**src/rtl/tx_core_cfg_pkg.sv**
```systemverilog
// ============================================================================
// Module      : tx_core_cfg_pkg
// Description : Shared widths, FSM state codes and config addresses for the
//               TX core configuration sequencer.
// Revision    : 1.0 - initial release
// ============================================================================
`default_nettype none

package tx_core_cfg_pkg;

    localparam int GAIN_W  = 8;
    localparam int PHASE_W = 16;
    localparam int SCALE_W = 4;
    localparam int ADDR_W  = 3;
    localparam int DATA_W  = 16;
    localparam int STATE_W = 3;

    typedef logic [STATE_W-1:0] state_t;

    localparam state_t ST_IDLE      = 3'd0;
    localparam state_t ST_MUTE_DOWN = 3'd1;
    localparam state_t ST_APPLY     = 3'd2;
    localparam state_t ST_SETTLE    = 3'd3;
    localparam state_t ST_RAMP_UP   = 3'd4;

    localparam logic [ADDR_W-1:0] CFG_GAIN    = 3'd0;
    localparam logic [ADDR_W-1:0] CFG_PHASE   = 3'd1;
    localparam logic [ADDR_W-1:0] CFG_MODE    = 3'd2;
    localparam logic [ADDR_W-1:0] CFG_COMMIT  = 3'd3;
    localparam logic [ADDR_W-1:0] CFG_OVL_CLR = 3'd4;

endpackage

`default_nettype wire

```
**src/rtl/tx_core_cfg_sequencer_gain_ramp.sv**
```systemverilog
// ============================================================================
// Module      : gain_ramp
// Description : Steps the mixer gain toward a target by at most RAMP_STEP
//               every RAMP_DIV enabled cycles, without overshoot.
// Revision    : 1.0 - initial release
// ============================================================================
`default_nettype none

module gain_ramp
    import tx_core_cfg_pkg::*;
#(
    parameter int RAMP_STEP = 4,
    parameter int RAMP_DIV  = 16
) (
    input  logic              clock,
    input  logic              resetn,
    input  logic              i_enable,
    input  logic [GAIN_W-1:0] i_target,
    output logic [GAIN_W-1:0] o_gain,
    output logic              o_at_target
);

    localparam int              c_div_w = $clog2(RAMP_DIV + 1);
    localparam logic [GAIN_W-1:0] c_step = GAIN_W'(RAMP_STEP);

    logic [c_div_w-1:0] r_div;
    logic [GAIN_W-1:0]  r_gain;
    logic               w_up;
    logic               w_tick;
    logic [GAIN_W-1:0]  w_diff;
    logic [GAIN_W-1:0]  w_step;

    assign w_up   = i_target > r_gain;
    assign w_diff = w_up ? (i_target - r_gain) : (r_gain - i_target);
    // Clamp the last step to the remaining distance so the gain never wraps.
    assign w_step = (w_diff < c_step) ? w_diff : c_step;
    assign w_tick = (r_div == c_div_w'(RAMP_DIV - 1));

    always_ff @(posedge clock) begin
        if (!resetn) begin
            r_div  <= '0;
            r_gain <= '0;
        end else if (!i_enable) begin
            r_div <= '0;
        end else if (w_tick) begin
            r_div  <= '0;
            r_gain <= w_up ? (r_gain + w_step) : (r_gain - w_step);
        end else begin
            r_div <= r_div + 1'b1;
        end
    end

    assign o_gain      = r_gain;
    assign o_at_target = (r_gain == i_target);

endmodule

`default_nettype wire

```
**src/rtl/tx_core_cfg_sequencer.sv**
```systemverilog
// ============================================================================
// Module      : tx_core_cfg_sequencer
// Description : Stages TX DSP run-time settings and applies them on commit with
//               a glitch-free mute/apply/settle/ramp sequence; overload monitor.
// Revision    : 1.0 - initial release
// ============================================================================
`default_nettype none

module tx_core_cfg_sequencer
    import tx_core_cfg_pkg::*;
#(
    parameter int               RAMP_STEP     = 4,
    parameter int               RAMP_DIV      = 16,
    parameter int               SETTLE_CYCLES = 64,
    parameter logic [DATA_W-1:0] OVL_THRESHOLD = 16'h7000,
    parameter int               OVL_COUNT     = 256
) (
    input  logic               clock,
    input  logic               resetn,
    input  logic               cfg_valid,
    output logic               cfg_ready,
    input  logic [ADDR_W-1:0]  cfg_addr,
    input  logic [DATA_W-1:0]  cfg_data,
    input  logic [DATA_W-1:0]  interval_max,
    output logic [GAIN_W-1:0]  mixer_gain,
    output logic [PHASE_W-1:0] lo_dds_phase_inc,
    output logic               enable_pre_distortion,
    output logic [SCALE_W-1:0] scale_select,
    output logic               busy,
    output logic               overload
);

    localparam int c_settle_w = $clog2(SETTLE_CYCLES + 1);
    localparam int c_ovl_w    = $clog2(OVL_COUNT + 1);

    state_t              r_state;
    logic [GAIN_W-1:0]   r_stg_gain;
    logic [PHASE_W-1:0]  r_stg_phase;
    logic [SCALE_W-1:0]  r_stg_scale;
    logic                r_stg_pd;
    logic [PHASE_W-1:0]  r_phase;
    logic [SCALE_W-1:0]  r_scale;
    logic                r_pd;
    logic [c_settle_w-1:0] r_settle_cnt;
    logic [c_ovl_w-1:0]  r_ovl_cnt;
    logic                r_overload;

    logic                w_accept;
    logic                w_commit;
    logic                w_struct_diff;
    logic                w_gain_diff;
    logic                w_ramp_en;
    logic [GAIN_W-1:0]   w_target;
    logic [GAIN_W-1:0]   w_gain;
    logic                w_at_target;
    logic [c_ovl_w-1:0]  w_ovl_cnt_nxt;
    logic                w_ovl_set;
    logic                w_ovl_clr;

    assign cfg_ready     = resetn && (r_state == ST_IDLE);
    assign w_accept      = cfg_valid && cfg_ready;
    assign w_commit      = w_accept && (cfg_addr == CFG_COMMIT);
    assign w_struct_diff = (r_stg_phase != r_phase) || (r_stg_scale != r_scale) ||
                           (r_stg_pd != r_pd);
    assign w_gain_diff   = (r_stg_gain != w_gain);
    assign w_ramp_en     = (r_state == ST_MUTE_DOWN) || (r_state == ST_RAMP_UP);
    assign w_target      = (r_state == ST_MUTE_DOWN) ? '0 : r_stg_gain;

    gain_ramp #(
        .RAMP_STEP (RAMP_STEP),
        .RAMP_DIV  (RAMP_DIV)
    ) u_gain_ramp (
        .clock       (clock),
        .resetn      (resetn),
        .i_enable    (w_ramp_en),
        .i_target    (w_target),
        .o_gain      (w_gain),
        .o_at_target (w_at_target)
    );

    always_ff @(posedge clock) begin
        if (!resetn) begin
            r_state      <= ST_IDLE;
            r_stg_gain   <= '0;
            r_stg_phase  <= '0;
            r_stg_scale  <= '0;
            r_stg_pd     <= 1'b0;
            r_phase      <= '0;
            r_scale      <= '0;
            r_pd         <= 1'b0;
            r_settle_cnt <= '0;
        end else begin
            if (w_accept) begin
                case (cfg_addr)
                    CFG_GAIN:  r_stg_gain  <= cfg_data[GAIN_W-1:0];
                    CFG_PHASE: r_stg_phase <= cfg_data;
                    CFG_MODE: begin
                        r_stg_pd    <= cfg_data[4];
                        r_stg_scale <= cfg_data[3:0];
                    end
                    default: ;
                endcase
            end

            case (r_state)
                ST_IDLE: begin
                    if (w_commit && w_struct_diff) begin
                        r_state <= ST_MUTE_DOWN;
                    end else if (w_commit && w_gain_diff) begin
                        r_state <= ST_RAMP_UP;
                    end
                end
                ST_MUTE_DOWN: if (w_at_target) r_state <= ST_APPLY;
                ST_APPLY: begin
                    r_phase      <= r_stg_phase;
                    r_scale      <= r_stg_scale;
                    r_pd         <= r_stg_pd;
                    r_settle_cnt <= '0;
                    r_state      <= ST_SETTLE;
                end
                ST_SETTLE: begin
                    if (r_settle_cnt == c_settle_w'(SETTLE_CYCLES - 1)) begin
                        r_state <= ST_RAMP_UP;
                    end else begin
                        r_settle_cnt <= r_settle_cnt + 1'b1;
                    end
                end
                ST_RAMP_UP: if (w_at_target) r_state <= ST_IDLE;
                default: r_state <= ST_IDLE;
            endcase
        end
    end

    always_comb begin
        w_ovl_cnt_nxt = r_ovl_cnt;
        if (interval_max <= OVL_THRESHOLD) begin
            w_ovl_cnt_nxt = '0;
        end else if (r_ovl_cnt != c_ovl_w'(OVL_COUNT)) begin
            w_ovl_cnt_nxt = r_ovl_cnt + 1'b1;
        end
    end

    // A saturated counter keeps re-asserting set, so it beats a coincident clear.
    assign w_ovl_set = (w_ovl_cnt_nxt == c_ovl_w'(OVL_COUNT));
    assign w_ovl_clr = w_accept && (cfg_addr == CFG_OVL_CLR);

    always_ff @(posedge clock) begin
        if (!resetn) begin
            r_ovl_cnt  <= '0;
            r_overload <= 1'b0;
        end else begin
            r_ovl_cnt <= w_ovl_cnt_nxt;
            if (w_ovl_set) begin
                r_overload <= 1'b1;
            end else if (w_ovl_clr) begin
                r_overload <= 1'b0;
            end
        end
    end

    assign mixer_gain            = w_gain;
    assign lo_dds_phase_inc      = r_phase;
    assign scale_select          = r_scale;
    assign enable_pre_distortion = r_pd;
    assign busy                  = (r_state != ST_IDLE);
    assign overload              = r_overload;

endmodule

`default_nettype wire

```
**config.mk**
```make
export PLATFORM = sky130hd
export DESIGN_NAME = tx_core_cfg_sequencer
export DESIGN_NICKNAME = d
export VERILOG_FILES = /design/src/rtl/tx_core_cfg_pkg.sv /design/src/rtl/tx_core_cfg_sequencer_gain_ramp.sv /design/src/rtl/tx_core_cfg_sequencer.sv
export SDC_FILE = /design/constraint.sdc
export NUM_CORES = 1
export LEC_CHECK = 0
export BUFFER_PORTS_ARGS = -buffer_cell sky130_fd_sc_hd__buf_2
export CORE_UTILIZATION = 25
export CTS_CLUSTER_DIAMETER = 30
export DETAILED_ROUTE_END_ITERATION = 8
export GPL_ROUTABILITY_DRIVEN = 0
export PLACE_DENSITY = 0.4
export SLEW_MARGIN = 20
export SYNTH_ARGS = -nofsm -noshare
export SYNTH_HDL_FRONTEND = slang
export SYNTH_SLANG_ARGS = --single-unit
```
**constraint.sdc**
```tcl
create_clock -name clock -period 7.1 [get_ports clock]
set_input_delay 0.71 -clock clock [delete_from_list [all_inputs] [get_ports clock]]
set_output_delay 0.71 -clock clock [all_outputs]
set_load 0.02 [all_outputs]
```
== Yosys cells after proc, flatten, opt, wreduce, memory -nomap -nowiden ==
Index checks and enable logic that the tools add are counted.
Word-level totals
  input bits: 38
  register bits after elaboration: 83
  output and inout bits: 32
Operators by class
  equality and inequality tests: 22
  muxes and demuxes: 16
  bitwise logic cells: 2
  add/sub/neg operators: 7
  order comparisons: 3
  reductions and logical operators: 21
Operators with widths (count)
  8-bit two-way mux: 4
  8-bit subtractor: 3
  9-bit two-way mux: 2
  16-bit by 15-bit <= comparator with 1-bit output, second input constant: 1
  16-bit != test: 1
  3-bit two-way mux: 5
  3-bit case mux with 5 select lines: 1
  7-bit case mux with 2 select lines: 1
  3-bit by 2-bit equality test with 1-bit output, second input constant: 4
  2-bit AND reduction: 5
  9-bit by 1-bit adder with 9-bit output, second input constant: 1
  9-bit equality test, second input constant: 1
  9-bit != test, second input constant: 1
  8-bit adder: 1
  8-bit equality test: 1
  8-bit > comparator: 1
  8-bit by 3-bit < comparator with 1-bit output, second input constant: 1
  8-bit != test: 1
  7-bit by 1-bit adder with 7-bit output, second input constant: 1
  7-bit by 6-bit equality test with 1-bit output, second input constant: 1
  7-bit two-way mux: 1
  3-bit by 1-bit equality test with 1-bit output, second input constant: 2
  3-bit equality test, second input constant: 2
  1-bit logical AND: 6
  15 further kinds: 23

== Depth between registers and ports, before layout ==
Gate-level depths: netlist of the first run.
  depth after elaboration: 8
  mapped depth: 25
  depth with buffers taken out: 25

== Cells and area by module ==
From an unflattened synthesis of the first run, not the netlist that was laid out.
Unflattened totals
  cell total of the unflattened synthesis: 613
  area total of the unflattened synthesis: 5187.5 µm²
By module, submodules not included
  tx_core_cfg_sequencer: times used 1, area an instance 3493.4 µm², cells each 390, seq. area each 1401.3 µm²
  gain_ramp: times used 1, area an instance 1694.1 µm², cells each 223, seq. area each 260.2 µm²

== Least setup slack after synthesis of the first run ==
OpenSTA, ideal clock, no wires.
  kind: register to register
  start: reg r_state[0]
  end: reg u_gain_ramp.r_gain[7] (netlist: u_gain_ramp.o_gain[7])
  path slack: 1673 ps
  cell stages (with the launch flop): 26
  required time: 7028 ps
  data arrival time: 5355 ps
  path through: dfxtp_1 clkbuf_1 nand2_1 nand2_1 inv_1 ha_1 buf_2 and4_1 a21boi_2 o21ai_2 mux2i_1 xor2_1 nand3_1 a21oi_2 nand2_1 ha_1 a22oi_1 ha_1 nor2b_1 o21ai_1 a21oi_1 o41ai_1 nor3_1 a221o_1 a211oi_1 mux2i_1
On the way
  longest elaborated chain between the ends: 8
  elaborated cells on any way between the ends: 14
  those cells by class: add/sub (4); order compare (2); eq/ne (2); mux (4); reduce/logical (2)
RTL lines
  from (decl): RTL line tx_core_cfg_sequencer.sv:36  | state_t r_state;
  from (signal assigned): RTL line tx_core_cfg_sequencer.sv:83  | r_state <= ST_IDLE;
  from (signal assigned): RTL line tx_core_cfg_sequencer.sv:108  | r_state <= ST_MUTE_DOWN;
  from (signal assigned): RTL line tx_core_cfg_sequencer.sv:110  | r_state <= ST_RAMP_UP;
  3-bit by 1-bit equality test with 1-bit output: RTL line tx_core_cfg_sequencer.sv:66, tx_core_cfg_sequencer.sv:67
  8-bit two-way mux: RTL line tx_core_cfg_sequencer.sv:67  | assign w_target = (r_state == ST_MUTE_DOWN) ? '0 : r_stg_gain;
  8-bit subtractor or 8-bit > comparator (tied branches): RTL line tx_core_cfg_sequencer_gain_ramp.sv:34, tx_core_cfg_sequencer_gain_ramp.sv:33
  8-bit two-way mux: RTL line tx_core_cfg_sequencer_gain_ramp.sv:34  | assign w_diff = w_up ? (i_target - r_gain) : (r_gain - i_target);
  8-bit by 3-bit < comparator with 1-bit output: RTL line tx_core_cfg_sequencer_gain_ramp.sv:36  | assign w_step = (w_diff < c_step) ? w_diff : c_step;
  8-bit two-way mux: RTL line tx_core_cfg_sequencer_gain_ramp.sv:36
  8-bit subtractor or 8-bit adder (tied branches): RTL line tx_core_cfg_sequencer_gain_ramp.sv:47  | r_gain <= w_up ? (r_gain + w_step) : (r_gain - w_step);
  8-bit two-way mux: RTL line tx_core_cfg_sequencer_gain_ramp.sv:47
  to (signal assigned): RTL line tx_core_cfg_sequencer_gain_ramp.sv:47
  to (decl): RTL line tx_core_cfg_sequencer_gain_ramp.sv:27  | logic [GAIN_W-1:0] r_gain;
Several ways; a longest one is shown, not always the timed one.
A chain may end at the register's enable or synchronous reset.

== Final worst setup path of the first run ==
Same ends and word-level chain as after synthesis.

==> metrics.txt, run 1 <==
Max Transition Viols Final=0; Hold Violations, Final=0; Max Fanout on Critical Path=11; ANT nets after route=0; Vias/cell=4.46; startpoint type of the worst setup path=flip-flop; number of synthesized register bits=83; vias in the first global route=4007; number of buffers created by CTS=9; Mapped Avg Cell Area=8.27 um2; worst setup path endpoint=u_gain_ramp.o_gain[7]; clock sinks=83; R2R depth=23; quantity of hold-fixing buffers added after cts=0; Total GRT Usage=13.4%; worst hold path class=flip-flop to flip-flop; 1st-iter DRT viols=211; Die Height=143 um; EDFF count, synth=0; Critical Path RT=7.38 ns; Pwr per Cell Area=184 mW/mm2; CTS root buffer=clkbuf_16; Synth async-reset ratio=0%; status=finished clean; commonest non-fill, non-tap cell in the layout=nand2_1; sequential fraction of the synthesis area=33.6%; RSZ-0062 raised after global routing=no; Initial Util=25.5%; Max Fclk=160 MHz; Non-Filler Instances=931; Post-CTS Setup Inserts=0; Area Growth Syn to Fin=18.9%; htree depth=3; worst r2r dst=u_gain_ramp.o_gain[7]; via count=4155; initial antenna violation count=0; Netlist cell types=56; WL/cell=13.7 um; most frequent cells in the layout=nand2_1 (118), dfxtp_1 (83), buf_2 (69), a21boi_1 (44), xor2_1 (41); share of layout cells above drive strength 1=14.6%; Peak supply drop=0.109 mV; CP cell instances=nand2_1 > nand2_1 > inv_1 > ha_1 > and4_1 > a21boi_2 > o21a_1 > mux2i_1 > xor2_1 > nand3_1 > a21oi_2 > nand2_1 > ha_1 > a22oi_1 > ha_1 > nor2b_1 > o21ai_1 > a21oi_1 > o41ai_1 > nor3_1 > a221o_1 > a211oi_1 > mux2i_1; flop-to-flop setup slack=0.85 ns; clk_lat worst skew=0.35 ns; CTS tree=done; slowest CP cell=o41ai_1; Reg clk slew, reported paths=0.06 ns; Yosys top cell area share=33.6%; Port Buffers=69; die width=143 um; final wirelength=12800 um; Critical Path AT=6.53 ns; largest net degree at the start of global routing=72; # IOs=70; nets@finish=732; Mapped Nets=669; CP Capture Type=flip-flop; ANT cells=0; slew margin rel.=50.7%; Worst Max-Slew Pin Slew=0.730 ns; Final Setup Violations=0; Synth area leaders=dfxtp_1 (34%), nand2_1 (9.0%), ha_1 (7.6%), xor2_1 (7.3%), a21boi_1 (6.7%); Syn. warnings=0; setup TNS=0 ns; fin crit period=6.25 ns; clk_skew=0.00727 ns; post-cts sizing count=0; DRC viols=0; RR Startpoint=r_state[0]; Leak=2.61 nW; first-pass GRT wire length=21000 um; Clock Tree Buf Depth=2; First-pass DRT Iterations=6; Period Utilization, post-route=88.0%; Max Cap Violations=0; Top FF cell, synth=dfxtp_1; placed cell count=915; Site Rows=51; post-DP HPWL=9530 um; Synth area leader=dfxtp_1; Setup CP Type=flip-flop to flip-flop; cells after synthesis=598; total congestion overflow=0; die area=0.0204 mm2; Critical Path Source=r_state[0]; Synth Cell Area=0.00495 mm2; Core Area=0.0194 mm2; CP max stage delay=0.62 ns
[cells in the mapped netlist (2+ instances only)]
cell type    n
a21oi_1     14
xnor2_1     15
a31oi_1      2
and3_1       5
nor2b_1     21
a21boi_1    44
xor2_1      41
a21boi_2     2
o41ai_1      2
nor2_1      35
fa_1         3
nand3_1     14
mux2i_1     18
a21o_1       7
nand3b_1     2
o211ai_1     2
buf_2        2
o21ai_1      7
and2_1      10
a211oi_1     5
nand2_1    118
o211a_1      3
nor3_1       9
o21ai_0      7
o21a_1       3
clkbuf_1    20
and4_1       2
ha_1        30
nand2b_1     7
nor4_1       8
nand4_1      7
a221o_1      2
dfxtp_1     83
or3_1        3
inv_1       24
[cell families after synthesis]
group                      Yosys count  share of synthesized area [%]
buffers and inverters               47                           3.77
DFF                                 83                           33.6
adders and majority gates           33                           8.80
xor gates and xnor gates            56                           9.91
muxes                               18                           3.64
AOI/OAI and AO/OA                  113                           16.4
and+or+nand+nor                    248                           23.9
[sequential cells by signal (all words and copies together), names as in the netlist]
register,flops
u_gain_ramp.o_gain,8
r_stg_pd,1
r_settle_cnt,7
overload,1
enable_pre_distortion,1
r_stg_phase,16
r_stg_gain,8
u_gain_ramp.r_div,5
r_state,3
scale_select,4
r_stg_scale,4
r_ovl_cnt,9
lo_dds_phase_inc,16
[report_power, final]
| part | leakage (nW) | internal [mW] | switching (mW) | total, mW |
|---|---|---|---|---|
| registers | 0.669 | 0.469 | 0.00329 | 0.472 |
| clock network | 0.145 | 0.278 | 0.213 | 0.491 |
| logic | 1.79 | 0.0515 | 0.0683 | 0.120 |
| total | 2.61 | 0.798 | 0.285 | 1.08 |
[critical path: cells and delay by family, from the launching register on]
| kind | cells | cell delay (ns) |
|---|---|---|
| AOI/OAI and AO/OA | 9 | 2.61 |
| xor gates and xnor gates | 1 | 0.25 |
| adders and majority gates | 3 | 1.04 |
| buffers and inverters | 1 | 0.05 |
| DFF | 1 | 0.50 |
| muxes | 2 | 0.46 |
| and+or+nand+nor | 7 | 1.27 |
[through the flow]
| stage | hold WS, ns | total power, mW | util (%) | instance area (um2) | setup WS (ns) |
|---|---|---|---|---|---|
| finish | 0.461 | 1.08 | 30.3 | 5880 | 0.849 |
| global route | 0.464 | 1.13 | 30.3 | 5880 | 0.217 |
| detailed placement | 0.448 | 0.602 | 28.7 | 5570 | 0.877 |
| global placement | 0.431 | 0.602 | 28.7 | 5570 | 1.11 |
| CTS | 0.456 | 1.10 | 30.3 | 5880 | 0.831 |
| floorplan | 0.418 | 0.567 | - | 4950 | 1.67 |
[how the worst min path moves through the flow]
| stage | start | end | slack [ns] | cells past startpoint |
|---|---|---|---|---|
| floorplan | u_gain_ramp.r_div[0] | u_gain_ramp.r_div[0] | 0.42 | 1 |
| global placement | u_gain_ramp.r_div[0] | u_gain_ramp.r_div[0] | 0.43 | 1 |
| detailed placement | u_gain_ramp.r_div[0] | u_gain_ramp.r_div[0] | 0.45 | 1 |
| CTS | u_gain_ramp.r_div[0] | u_gain_ramp.r_div[0] | 0.46 | 1 |
| global route | u_gain_ramp.r_div[0] | u_gain_ramp.r_div[0] | 0.46 | 1 |
| finish | u_gain_ramp.r_div[0] | u_gain_ramp.r_div[0] | 0.46 | 1 |
[cell type report]
| cell class | instances | area (um2) |
|---|---|---|
| Multi-Input combinational cell | 468 | 3100 |
| Timing Repair Buffer | 75 | 390 |
| Inverter | 24 | 90.1 |
| Clock inverter | 7 | 82.6 |
| Sequential cell | 83 | 1660 |
| Tap cell | 265 | 332 |
| Fill cell | 2120 | 13500 |
| Clock buffer | 9 | 225 |
[per-layer routing]
metal	share of wire, %	vias up	GRT usage (%)
li1	-	2160	-
met1	48	1914	17.3
met2	46	66	21.6
met3	4.3	15	3.72
met4	1.6	0	3.96
met5	0	-	0
Power figures use the tool's default switching activity.
==> run 2: changes to the inputs <==
--- a/config.mk
+++ b/config.mk
@@ -14,4 +14,5 @@
 export SLEW_MARGIN = 20
 export SYNTH_ARGS = -nofsm -noshare
 export SYNTH_HDL_FRONTEND = slang
+export SYNTH_HIERARCHICAL = 1
 export SYNTH_SLANG_ARGS = --single-unit
==> run 2 against run 1 <==
Combinational power grew to 3.0 times the previous value. Critical path depth is 5 higher. First-iteration DRC count is 5.7% lower. Critical endpoint is now u_gain_ramp/o_gain[7]. Largest power group is now registers.
==> metrics.txt, run 2 <==
status=finished clean; Setup CP Type=flip-flop to flip-flop; area of the multi-input gates=0.00326 mm2; EDFF count, synth=0; die area=0.0213 mm2; Critical Path AT=6.62 ns; Yosys top cell area share=32.0%; CP max stage delay=0.51 ns; initial antenna violation count=0; largest net degree at the start of global routing=76; WL/cell=14.2 um; Die Height=146 um; Max Fclk=158 MHz; Post-CTS Setup Inserts=0; total congestion overflow=0; Core Area=0.0203 mm2; hold slack=0.441 ns; post-DP HPWL=9710 um; Peak supply drop=0.107 mV; setup TNS=0 ns; Max Transition Viols Final=0; buffer and inverter count on the worst path=4; sequential fraction of the synthesis area=32.0%; Netlist cell types=62; vias in the first global route=4241; Mapped Avg Cell Area=8.46 um2; number of synthesized register bits=83; Pwr per Cell Area=224 mW/mm2; Total GRT Usage=12.8%; most frequent cells in the layout=dfxtp_1 (82), nand2_1 (80), buf_2 (69), nor2b_1 (43); Synth async-reset ratio=0%; Period Utilization, post-route=89.1%; slowest CP cell=dfxtp_2; Port Buffers=69; Max Cap Violations=0; most instantiated cells after synthesis=dfxtp_1 (83), nand2_1 (80), nor2b_1 (43); Synth Cell Area=0.00519 mm2; Synth area leaders=dfxtp_1 (32%), ha_1 (6.8%), mux2i_1 (6.2%), nand2_1 (5.8%), xor2_1 (5.4%); final wirelength=13400 um; clk_lat worst skew=0.36 ns; worst r2r dst=u_gain_ramp/o_gain[7]; ANT cells=0; Clock Tree Buf Depth=2; fillcell total=2213; Syn. warnings=6; fin crit period=6.33 ns; DRC viols=0; number of buffers created by CTS=9; RR Startpoint=r_state[0]; startpoint type of the worst setup path=flip-flop; Max Fanout on Critical Path=14; Site Rows=52; 1st-iter DRT viols=199; worst hold path class=flip-flop to flip-flop; ANT nets after route=0; Top FF cell, synth=dfxtp_1; Reg clk slew, reported paths=0.08 ns; Critical Path RT=7.39 ns; Synth area leader=dfxtp_1; Leak=2.54 nW; Hold Violations, Final=0; worst hold path depth=2; share of layout cells above drive strength 1=16.1%; die width=146 um; First-pass DRT Iterations=4; clock sinks=83; clk_skew=0.0129 ns; commonest non-fill, non-tap cell in the layout=dfxtp_1; CTS tree=done; register area=0.00166 mm2; top-count cell post-synth=dfxtp_1; flop-to-flop setup slack=0.77 ns; cell family with most CP delay=compound AO/OA/AOI/OAI gates; via count=4303; RSZ-0062 raised after global routing=no; Initial Util=25.6%; slew margin rel.=37.8%; htree depth=3; Mapped Nets=682; Final Setup Violations=0; R2R depth=28; Area Growth Syn to Fin=16.8%; # IOs=70; cells after synthesis=613; Hold EP=r_settle_cnt[6]; CP Capture Type=flip-flop; Worst Max-Slew Pin Slew=0.930 ns; Vias/cell=4.57; first-pass GRT wire length=21700 um; worst hold start=r_settle_cnt[6]; nets@finish=736; CTS root buffer=clkbuf_16
## run 2: cell count changes in the layout (fill, tap and decap cells not counted), sizes merged, moves of 4 or more
cell    change
nand2      -37
xor2        -9
a211oi      +8
a21oi       +8
nor2b      +22
o31ai       +4
a21boi     -22
mux2i      +14
nand3       -4
o21ai      +10
inv         +9
nor3b       +4
## run 2: cells by family after synthesis
kind of cell / after synthesis / share of synthesized area, %
AND/OR/NAND/NOR: 230 / 23.4
AO/OA/AOI/OAI: 125 / 16.5
flip-flops: 83 / 32.0
buffers and inverters: 62 / 5.35
XOR/XNOR: 47 / 7.94
multiplexers: 34 / 6.61
adder cells (fa/ha/maj): 32 / 8.10
## run 2: routing by layer
layer | vias up | share of wire [%] | GRT usage (%)
li1 | 2220 | - | -
met1 | 2015 | 48 | 16.1
met2 | 55 | 46 | 21.2
met3 | 13 | 4.4 | 3.78
met4 | 0 | 0.91 | 3.33
met5 | - | 0 | 0
## run 2: final cells by class
type / count / area share (%)
multi-input cells: 468 / 53.8
flip-flops and latches: 83 / 27.5
repair buffers: 73 / 6.20
well taps: 270 / 5.58
clock buffers: 9 / 3.72
inverters: 32 / 1.98
clock inverters: 7 / 1.30
## run 2: where the power goes
group          switching [mW]  leakage, nW  internal (mW)
logic                   0.216         1.72          0.140
registers              0.0291        0.670          0.480
clock network           0.239        0.150          0.252
total                   0.484         2.54          0.872
## run 2: worst max path at each step
stage | start | endpoint | slack [ns] | cells after the start
after floorplan | r_state[0] | u_gain_ramp/o_gain[7] | 1.38 | 27
after global placement | r_state[0] | u_gain_ramp/o_gain[7] | 0.82 | 28
after detailed placement | r_state[0] | u_gain_ramp/o_gain[7] | 0.61 | 28
after CTS | r_state[0] | u_gain_ramp/o_gain[7] | 0.57 | 28
after global routing | r_state[0] | u_gain_ramp/o_gain[7] | 0.16 | 28
final | r_state[0] | u_gain_ramp/o_gain[7] | 0.77 | 28
## run 2: through the flow
step           setup slack (ns)  power [mW]  std cells  utilization (%)  instance area (um2)
6_report                  0.772        1.36        942             29.8                 6060
4_1_cts                   0.572        1.38        942             29.8                 6050
3_5_place_dp              0.607       0.879        926             28.3                 5750
5_1_grt                   0.159        1.44        942             29.8                 6060
2_1_floorplan              1.38       0.788        613                -                 5190
3_3_place_gp              0.815       0.874        926             28.3                 5750
## run 2: timing repair
action,CTS,global route
hold endpoints to repair,0,0
gates resized for setup,0,2
hold buffers,0,0
setup endpoints to repair,0,1
## run 2: worst register-to-register path, delay by kind of cell, from the launching register on
kind,cells,cell delay (ns)
fa+ha+maj,4,1.13
mux,2,0.35
buf+inv,4,0.47
compound gates,10,2.30
flops,1,0.51
simple gates,8,1.50
==> run 3: changes to the inputs <==
--- a/config.mk
+++ b/config.mk
@@ -11,6 +11,7 @@
 export DETAILED_ROUTE_END_ITERATION = 8
 export GPL_ROUTABILITY_DRIVEN = 0
 export PLACE_DENSITY = 0.4
+export REMOVE_ABC_BUFFERS = 1
 export SLEW_MARGIN = 20
 export SYNTH_ARGS = -nofsm -noshare
 export SYNTH_HDL_FRONTEND = slang
==> run 3 against run 2 <==
Wire length fell by 2.3%. Sequential cell count did not move. Critical endpoint unchanged. Global-route usage fell by 0.18 points. Count of clock-buffer cells in the layout did not move.
==> metrics.txt, run 3 (synthesis gave the netlist of run 2 again) <==
CTS root buffer=clkbuf_16; vias in the first global route=4241; met1 Usage GRT=16.2%; Pwr per Cell Area=230 mW/mm2; commonest non-fill, non-tap cell in the layout=dfxtp_1; placed cell count=926; htree depth=3; final wirelength=13000 um; die area=0.0213 mm2; Clock Tree Buf Depth=2; CTS tree=done; Leak=2.55 nW; clk_lat worst skew=0.35 ns; Setup CP Type=flip-flop to flip-flop; Reg clk slew, reported paths=0.07 ns; clk_skew=0.00775 ns; total congestion overflow=0; ANT nets after route=0; Max Fclk=160 MHz; Vias/cell=4.58; Die Height=146 um; post-DP HPWL=9590 um; first-pass GRT wire length=21500 um; initial antenna violation count=0; Max Fanout on Critical Path=14; Most Used Layer, Global Route=met2; Final Setup Violations=0; largest net degree at the start of global routing=53; number of buffers created by CTS=9; slowest CP cell=dfxtp_2; CP Capture Type=flip-flop; 1st-iter DRT viols=182; die width=146 um; Area Growth Syn to Fin=17.3%; worst hold path class=flip-flop to flip-flop; setup TNS=0 ns; Core Area=0.0203 mm2; Max Transition Viols Final=0; nets@finish=736; Initial Util=25.6%; CP max stage delay=0.50 ns; Critical Path RT=7.38 ns; WL/cell=13.8 um; met2 Resource Use GR=20.8%; Total GRT Usage=12.6%; Site Rows=52; RSZ-0062 raised after global routing=no; Period Utilization, post-route=88.2%; clock sinks=83; slew margin rel.=40.8%; most frequent cells in the layout=dfxtp_1 (82), nand2_1 (80), buf_2 (69), nor2b_1 (43); DRC viols=0; via count=4318; ANT cells=0; met3 Use GR=3.16%; Critical Path AT=6.54 ns; share of layout cells above drive strength 1=16.1%; post-cts sizing count=0; status=finished clean; First-pass DRT Iterations=4; Post-CTS Setup Inserts=0; fin crit period=6.26 ns; Max Cap Violations=0; Hold Violations, Final=0; # IOs=70; Port Buffers=69; Worst Max-Slew Pin Slew=0.885 ns; quantity of hold-fixing buffers added after cts=0; Non-Filler Instances=942; Peak supply drop=0.115 mV; startpoint type of the worst setup path=flip-flop
## run 3: changes by cell type in the layout (fill, tap and decap cells not counted)
| cell | previous run | this run |
|---|---|---|
| inv_6 | 0 | 1 |
| clkinv_8 | 1 | 0 |
| bufinv_16 | 0 | 2 |
| inv_8 | 4 | 2 |
## run 3: metrics by stage
step | instance area, um2 | power, mW | utilization [%] | setup WS [ns] | hold WS [ns]
after detailed placement | 5750 | 0.877 | 28.3 | 0.547 | 0.421
after CTS | 6080 | 1.42 | 30.0 | 0.503 | 0.430
after global placement | 5750 | 0.876 | 28.3 | 0.834 | 0.421
after floorplan | 5030 | 0.771 | - | 1.18 | 0.407
after global routing | 6090 | 1.49 | 30.0 | 0.129 | 0.446
final | 6090 | 1.40 | 30.0 | 0.840 | 0.430
## run 3: path summary, 6_finish.rpt
kind | slack [ns] | cells after the start | startpoint | end
worst max-delay path | 0.84 | 28 | r_state[0] | u_gain_ramp/o_gain[7]
worst min-delay path | 0.43 | 2 | r_settle_cnt[6] | r_settle_cnt[6]
worst max register to register | 0.84 | 28 | r_state[0] | u_gain_ramp/o_gain[7]
worst min register to register | 0.43 | 2 | r_settle_cnt[6] | r_settle_cnt[6]
## run 3: final cells by class
class,count,area [um2]
Clock inverter,7,109
Tap cell,270,338
Inverter,32,120
Multi-Input combinational cell,468,3260
Sequential cell,83,1660
Fill cell,2196,14200
Clock buffer,9,225
Timing Repair Buffer,73,375
## run 3: critical path, delay by kind of cell, from the launching register on
family / cells / cell delay [ns]
flops: 1 / 0.50
mux: 2 / 0.37
fa+ha+maj: 4 / 1.14
compound gates: 10 / 2.27
buf+inv: 4 / 0.46
simple gates: 8 / 1.45
## run 3: routing by layer
metal	vias up	wire [um]
li1	2222	-
met1	1995	6430
met2	89	5860
met3	12	608
met4	0	145
met5	-	0
## run 3: report_power, final
group          switching, mW  internal [mW]  leakage, nW
Clock                  0.219          0.316        0.164
Sequential            0.0284          0.480        0.670
Combinational          0.215          0.140         1.72
